--- src/rtl/mem_port_arbiter.sv ---
// Round-robin arbiter and sequencer for the shared data-memory port (IFU vs LSU).
// One transaction outstanding: grant in IDLE, request handshake, response wait with timeout.
module mem_port_arbiter #(
    parameter int ADDR_W  = 32,
    parameter int DATA_W  = 32,
    parameter int TIMEOUT = 255
) (
    input  logic              clk,
    input  logic              rst,
    input  logic              ifu_req_valid,
    output logic              ifu_req_ready,
    input  logic [ADDR_W-1:0] ifu_addr,
    output logic              ifu_resp_valid,
    output logic [DATA_W-1:0] ifu_rdata,
    output logic              ifu_err,
    input  logic              lsu_req_valid,
    output logic              lsu_req_ready,
    input  logic [ADDR_W-1:0] lsu_addr,
    input  logic              lsu_wen,
    input  logic [DATA_W-1:0] lsu_wdata,
    input  logic [7:0]        lsu_wmask,
    output logic              lsu_resp_valid,
    output logic [DATA_W-1:0] lsu_rdata,
    output logic              lsu_err,
    output logic              mem_req_valid,
    input  logic              mem_req_ready,
    output logic [ADDR_W-1:0] mem_addr,
    output logic              mem_wen,
    output logic [DATA_W-1:0] mem_wdata,
    output logic [7:0]        mem_wmask,
    input  logic              mem_resp_valid,
    input  logic [DATA_W-1:0] mem_rdata,
    input  logic              mem_resp_err,
    output logic              busy,
    output logic              timeout_seen
);
    // state  | meaning
    // S_IDLE | no transaction; grant a requester (round-robin on ties)
    // S_REQ  | mem_req_valid high from latched fields until mem_req_ready
    // S_WAIT | waiting for mem_resp_valid, counting toward TIMEOUT
    // S_RESP | one-cycle response pulse to the owning requester

    typedef enum logic [1:0] {S_IDLE, S_REQ, S_WAIT, S_RESP} state_t;

    localparam int CNT_W = $clog2(TIMEOUT + 1);
    localparam logic [CNT_W-1:0] CNT_LAST = CNT_W'(TIMEOUT - 1);

    state_t            state_q, state_d;
    logic [CNT_W-1:0]  cnt_q;
    logic [ADDR_W-1:0] addr_q;
    logic              wen_q;
    logic [DATA_W-1:0] wdata_q;
    logic [7:0]        wmask_q;
    logic [DATA_W-1:0] rdata_q;
    logic              err_q;
    logic              owner_lsu_q;
    logic              last_lsu_q;
    logic              timeout_seen_q;
    logic              grant_ifu, grant_lsu;
    logic              timeout_hit;

    // Reset gates the grant so no ready is shown while the block is held in reset.
    always_comb begin
        grant_ifu = 1'b0;
        grant_lsu = 1'b0;
        if (rst && (state_q == S_IDLE)) begin
            grant_ifu = ifu_req_valid && (!lsu_req_valid || last_lsu_q);
            grant_lsu = lsu_req_valid && (!ifu_req_valid || !last_lsu_q);
        end
    end

    always_ff @(posedge clk or negedge rst) begin
        if (!rst) state_q <= S_IDLE;
        else      state_q <= state_d;
    end

    always_comb begin
        state_d     = state_q;
        timeout_hit = 1'b0;
        case (state_q)
            S_IDLE: if (grant_ifu || grant_lsu) state_d = S_REQ;
            S_REQ:  if (mem_req_ready) state_d = S_WAIT;
            S_WAIT: begin
                if (mem_resp_valid) begin
                    state_d = S_RESP;
                end else if (cnt_q == CNT_LAST) begin
                    state_d     = S_RESP;
                    timeout_hit = 1'b1;
                end
            end
            S_RESP:  state_d = S_IDLE;
            default: state_d = S_IDLE;
        endcase
    end

    always_ff @(posedge clk or negedge rst) begin
        if (!rst) begin
            cnt_q          <= '0;
            addr_q         <= '0;
            wen_q          <= 1'b0;
            wdata_q        <= '0;
            wmask_q        <= '0;
            rdata_q        <= '0;
            err_q          <= 1'b0;
            owner_lsu_q    <= 1'b0;
            last_lsu_q     <= 1'b1;
            timeout_seen_q <= 1'b0;
        end else begin
            if (grant_ifu) begin
                addr_q      <= ifu_addr;
                wen_q       <= 1'b0;
                wdata_q     <= '0;
                wmask_q     <= '0;
                owner_lsu_q <= 1'b0;
                last_lsu_q  <= 1'b0;
            end else if (grant_lsu) begin
                addr_q      <= lsu_addr;
                wen_q       <= lsu_wen;
                wdata_q     <= lsu_wdata;
                wmask_q     <= lsu_wmask;
                owner_lsu_q <= 1'b1;
                last_lsu_q  <= 1'b1;
            end
            if ((state_q == S_REQ) && mem_req_ready) cnt_q <= '0;
            if (state_q == S_WAIT) begin
                cnt_q <= cnt_q + CNT_W'(1);
                if (mem_resp_valid) begin
                    rdata_q <= wen_q ? '0 : mem_rdata;
                    err_q   <= mem_resp_err;
                end else if (timeout_hit) begin
                    rdata_q        <= '0;
                    err_q          <= 1'b1;
                    timeout_seen_q <= 1'b1;
                end
            end
        end
    end

    always_comb begin
        ifu_req_ready  = grant_ifu;
        lsu_req_ready  = grant_lsu;
        mem_req_valid  = (state_q == S_REQ);
        mem_addr       = addr_q;
        mem_wen        = wen_q;
        mem_wdata      = wdata_q;
        mem_wmask      = wmask_q;
        ifu_resp_valid = (state_q == S_RESP) && !owner_lsu_q;
        lsu_resp_valid = (state_q == S_RESP) && owner_lsu_q;
        ifu_rdata      = ifu_resp_valid ? rdata_q : '0;
        ifu_err        = ifu_resp_valid && err_q;
        lsu_rdata      = lsu_resp_valid ? rdata_q : '0;
        lsu_err        = lsu_resp_valid && err_q;
        busy           = (state_q != S_IDLE);
        timeout_seen   = timeout_seen_q;
    end

endmodule

--- config.mk ---
export PLATFORM = sky130hd
export DESIGN_NAME = mem_port_arbiter
export DESIGN_NICKNAME = d
export VERILOG_FILES = /design/src/rtl/mem_port_arbiter.sv
export SDC_FILE = /design/constraint.sdc
export NUM_CORES = 1
export LEC_CHECK = 0
export BUFFER_PORTS_ARGS = -buffer_cell sky130_fd_sc_hd__buf_2
export CORE_AREA = 2 2 112 114
export DETAILED_ROUTE_END_ITERATION = 12
export DIE_AREA = 0 0 114 116
export GPL_ROUTABILITY_DRIVEN = 0
export GPL_TIMING_DRIVEN = 0
export PLACE_DENSITY = 0.9
export SYNTH_ARGS = -nofsm -noshare
export SYNTH_HDL_FRONTEND = slang
export SYNTH_SLANG_ARGS = --single-unit
--- constraint.sdc ---
create_clock -name clk -period 2.7 [get_ports clk]
set_input_delay 0.54 -clock clk [delete_from_list [all_inputs] [get_ports clk]]
set_output_delay 0.54 -clock clk [all_outputs]
set_load 0.01 [all_outputs]
* Yosys cells after proc, flatten, opt, wreduce, memory -nomap -nowiden
Cells that the tools add are included.
** Storage, ports and cells
- Register bits after elaboration :: 119
- Bits in latches :: 0
- RAM bits :: 0
- Memory bits (read-only) :: 0
- Input port bits :: 144
- Output and inout bits :: 146
- Word-level logic and storage cells :: 72
- Memories :: 0
** Cells by class
- Add/sub/neg operators :: 1
- Multiply operators :: 0
- Divide/modulo/power cells :: 0
- Order comparisons :: 0
- Eq/ne operators :: 7
- Shift-type cells :: 0
- Mux-type cells :: 29
- Bitwise logic cells :: 1
- Reduce and logical (&&, ||, !) cells :: 23
** Operator list (count)
- $mux 32 :: 9
- $mux 8 :: 4
- $mux 1 :: 11
- $add 8x1->8 const B :: 1
- $eq 8x8->1 const B :: 1
- $logic_and 1x1->1 :: 8
- $mux 2 :: 4
- $pmux 2 s4 :: 1
- $reduce_bool 2->1 :: 4
- $reduce_and 3->1 :: 2
- $eq 2x2->1 const B :: 2
- $logic_not 1->1 :: 4
- $ne 2x1->1 const B :: 2
- $logic_or 1x1->1 :: 3
- $ne 3x3->1 const B :: 1
- $eq 2x1->1 const B :: 1
- $logic_not 2->1 :: 1
- $reduce_and 2->1 :: 1
- $not 1->1 :: 1

* Longest topological paths before layout
- Word-level depth :: 7
- Depth in mapped cells :: 7

* Least setup slack after synthesis
OpenSTA, ideal clock, no wires.
- Path type :: flip-flop to output port
- Start :: register state_q[0]
- End :: output ifu_req_ready
- Arrival :: 1.522 ns
- Data required time :: 2.160 ns
- Setup slack :: 0.638 ns
- Stages on the path, launching flop included :: 8
- Buffers on the path :: 2
- Cell sequence :: dfrtp_1 > inv_1 > ha_1 > nand3_1 > or2_1 > buf_2 > buf_2 > inv_1
** Between the ends
- Word-level cells in the longest chain between the ends :: 3
** RTL lines
- from (decl) :: line 48 : state_t state_q, state_d;
- from (signal assigned) :: line 74 : else state_q <= state_d;
- $logic_not 2->1 :: line 66 : if (rst && (state_q == S_IDLE)) begin
- $logic_and 1x1->1 :: line 66
- $mux 1 :: line 66
- to (decl) :: line 11 : output logic ifu_req_ready,
No other way between the ends.

* Worst setup path after layout
- Start :: register state_q[0]
- End :: output ifu_rdata[18]
** Between the ends
- Word-level cells in the longest chain between the ends :: 3
** RTL lines
- $eq 2x2->1 :: line 147 : ifu_resp_valid = (state_q == S_RESP) && !owner_lsu_q;
- $logic_and 1x1->1 :: line 147
- $mux 32 :: line 149 : ifu_rdata = ifu_resp_valid ? rdata_q : '0;
- to (decl) :: line 14 : output logic [DATA_W-1:0] ifu_rdata,
No other way between the ends.

==> results by group <==
Critical path
  – Worst-path fanout max: 10
  – CP Launch Type: flip-flop
  – Slowest cell delay on critical path: roughly 440 ps
  – Slowest stage cell, crit path: dfrtp_1
  – CP Class: reg -> out
  – Endpoint type of the worst setup path: output port
  – Worst Path Required: about 2200 ps
  – CP cell instances: ha_2, nor2b_4, clkbuf_1, and2_1, buf_2
  – Crit path arrival time: around 2100 ps

Drt
  – Iter 0 DRT Violations: 500
  – WL met3: between 1000 and 1500 µm
  – Max Used Layer: met4
  – M1 wire length: about 7300 µm
  – Wire length on met2: about 10000 µm
  – Via density: between 5 and 6
  – DRC: 0
  – WL per Instance: roughly 18 µm
  – Post-DRT Antenna Nets: 0
  – Total number of vias: 6,044
  – Drt total wl: about 19,000 µm
  – Drt pass-1 iters: 5

Synth
  – Top FF cell, synth: dfrtp_1
  – Share of the synthesized area in the top cell type: 0.502
  – Mapped Cells: just under 600
  – Seq cells post-synth: approximately 120
  – Register area share after synthesis: 0.507
  – Synthesized Nets: approximately 740
  – Yosys cell types: 47
  – Post-synth EDFFs: 0
  – Async S/R FF share, synth: 1.00
  – Top post-synthesis cells by area: dfrtp_1, a22o_1, o21ai_0
  – Post-synthesis cell area: 5880 µm²
  – Most area-hungry cell type in the Yosys netlist: dfrtp_1
  – Yosys warnings: 0
  – Avg Synthesized Cell Area: 10.0 µm²

GRT
  – Remaining global-route overflow: 0
  – First-pass GRT wire length: between 20,000 and 30,000 µm
  – Largest net degree at the start of global routing: 39
  – Initial antenna violation count: 1
  – Vias in the first global route: roughly 5,600
  – GRT Total Usage: 0.283

Run status
  – Status: finished clean

STA
  – Final hold violations: 0
  – Rel. slew slack: 0.662
  – Tmin final: 2630 ps
  – Setup Skew: about 7.4 ps
  – Ratio of final minimum period to clock period: 0.974
  – Slew Viols, Final: 0
  – Tightest Pin Transition: a little over 500 ps
  – RSZ-0062 raised after global routing: true
  – Fmax: between 300 and 400 MHz
  – Setup violations, final: 0
  – Setup TNS: 0 ps

Clocking
  – CTS sink count: 119
  – CTS tree: done
  – Clock Tree Buf Depth: 2
  – Clock root buffer: clkbuf_16
  – Clock-pin slew on the worst setup and hold paths: 60 ps
  – Setup bufs post-CTS: 0
  – TritonCTS Buffers: 17
  – Clk_lat worst skew: roughly 410 ps
  – H-tree lvl count: 4

Layout
  – Nets@finish: ~1,100
  – Final core occ: 0.697
  – Layout cells sized above 1: 0.395
  – Fillers: 917
  – Commonest non-fill, non-tap cell in the layout: buf_2
  – Area growth, synth to finish: 41.1%
  – Most frequent cells in the layout: buf_2, dfrtp_1, o21ai_0, nand2_1, a22o_1

Flow run
  – Max-cap check violation count: 0

Worst hold path
  – Min-Delay Path Class: in -> async

Power
  – Pwr Density: around 1100 nW/µm²
  – Static leakage power: approximately 4.3 nW
  – Max VDD drop: between 0.5 and 0.6 mV

Placement
  – Port Buffers: a little under 300
  – Hpwl dp: approximately 14,000 µm

Die
  – DIE HEIGHT: approximately 120 µm
  – Initial Util: 0.494
  – Die Area: roughly 13,000 µm²
  – IO Count: slightly below 300
  – Floorplan Core Area: around 12,000 µm²
  – Row count: 40
  – Horiz. Die Dim: about 110 µm
## cells in the mapped netlist, types with 2 or more instances
| master | n |
|---|---|
| a21oi_1 | 3 |
| a22o_1 | 41 |
| a22oi_1 | 32 |
| a31oi_1 | 34 |
| and2_1 | 34 |
| and3_1 | 34 |
| buf_2 | 14 |
| buf_6 | 4 |
| clkbuf_1 | 33 |
| clkbuf_2 | 5 |
| clkinv_1 | 2 |
| dfrtp_1 | 118 |
| ha_1 | 7 |
| inv_1 | 7 |
| mux2i_1 | 3 |
| nand2_1 | 43 |
| nand3_1 | 5 |
| nand4_1 | 3 |
| nor2_1 | 2 |
| nor2b_1 | 3 |
| nor3_1 | 32 |
| o2111ai_1 | 2 |
| o211ai_1 | 2 |
| o21a_1 | 2 |
| o21ai_0 | 69 |
| o41ai_1 | 2 |
| or3b_1 | 29 |
| or3b_2 | 4 |
## per-stage QoR
stage | total power, mW | hold WS (ps) | setup slack (ps) | instance area (µm²) | instances
finish | 9.20 | 99.4 | 71.0 | 8300 | 1062
global route | 9.74 | 99.6 | -0.342 | 8300 | 1061
CTS | 9.19 | 89.0 | 45.8 | 8290 | 1061
detailed placement | 6.70 | 461 | -399 | 7540 | 1025
global placement | 6.55 | 446 | -2030 | 7510 | 1024
floorplan | 5.15 | 244 | 638 | 5880 | 588
## metal layers
layer	global-route usage	up-vias
met5	0	-
met3	0.0690	31
met2	0.506	313
met1	0.333	2891
li1	-	2809
met4	0.101	0
## timing repair
action | 4_1_cts | 5_1_grt
setup endpoints to repair | 32 | 3
gates resized for setup | 11 | 2
hold endpoints to repair | 5 | 0
gates cloned | 1 | 0
hold buffers | 4 | 0
## critical path, delay by kind of cell (launching register included)
| kind | cells | cell delay (ps) |
|---|---|---|
| fa+ha+maj | 1 | 310 |
| buf+inv | 2 | 440 |
| flops | 1 | 440 |
| simple gates | 2 | 490 |
## area by class of cell
| type | count | area (µm²) | area share |
|---|---|---|---|
| clock inverter | 15 | 203 | 0.0244 |
| tap | 147 | 184 | 0.0222 |
| timing repair buffer | 295 | 1570 | 0.189 |
| inverter | 9 | 33.8 | 0.00407 |
| multi-input combinational | 403 | 2630 | 0.317 |
| buffer | 56 | 268 | 0.0323 |
| antenna | 1 | 2.50 | 0.000302 |
| clock buffer | 17 | 425 | 0.0513 |
| sequential | 119 | 2980 | 0.359 |
## cells by family after synthesis
group	synth area share
buffers and inverters	0.0513
AOI/OAI and AO/OA	0.220
DFF	0.507
and+or+nand+nor	0.202
adders and majority gates	0.0149
muxes	0.00511
## report_power, final
group	internal [mW]	leakage [nW]	switching, mW
Combinational	1.65	2.57	2.05
Sequential	2.52	1.42	0.566
Clock	1.55	0.304	0.853
Total	5.72	4.29	3.47
## flip-flops by register name, summed over array words and instances, names as in the netlist, 2 cells and up
register / cells
mem_addr: 32
mem_wdata: 32
rdata_q: 32
cnt_q: 8
mem_wmask: 8
state_q: 2
## worst paths after layout
path / start / endpoint / slack, ps / depth (start not counted)
max: state_q[0]$_DFFE_PN0P_ / ifu_rdata[18] / 70 / 5
min: rst / mem_wdata[11]$_DFFE_PN0P_ / 100 / 2
max reg2reg: state_q[0]$_DFFE_PN0P_ / rdata_q[25]$_DFFE_PN0P_ / 700 / 7
min reg2reg: timeout_seen$_DFFE_PN0P_ / timeout_seen$_DFFE_PN0P_ / 470 / 2
max in group asynchronous: rst / mem_addr[31]$_DFFE_PN0P_ / 1820 / 2
min in group clk: lsu_wdata[24] / mem_wdata[24]$_DFFE_PN0P_ / 350 / 2
(Power assumes the default switching activity.)
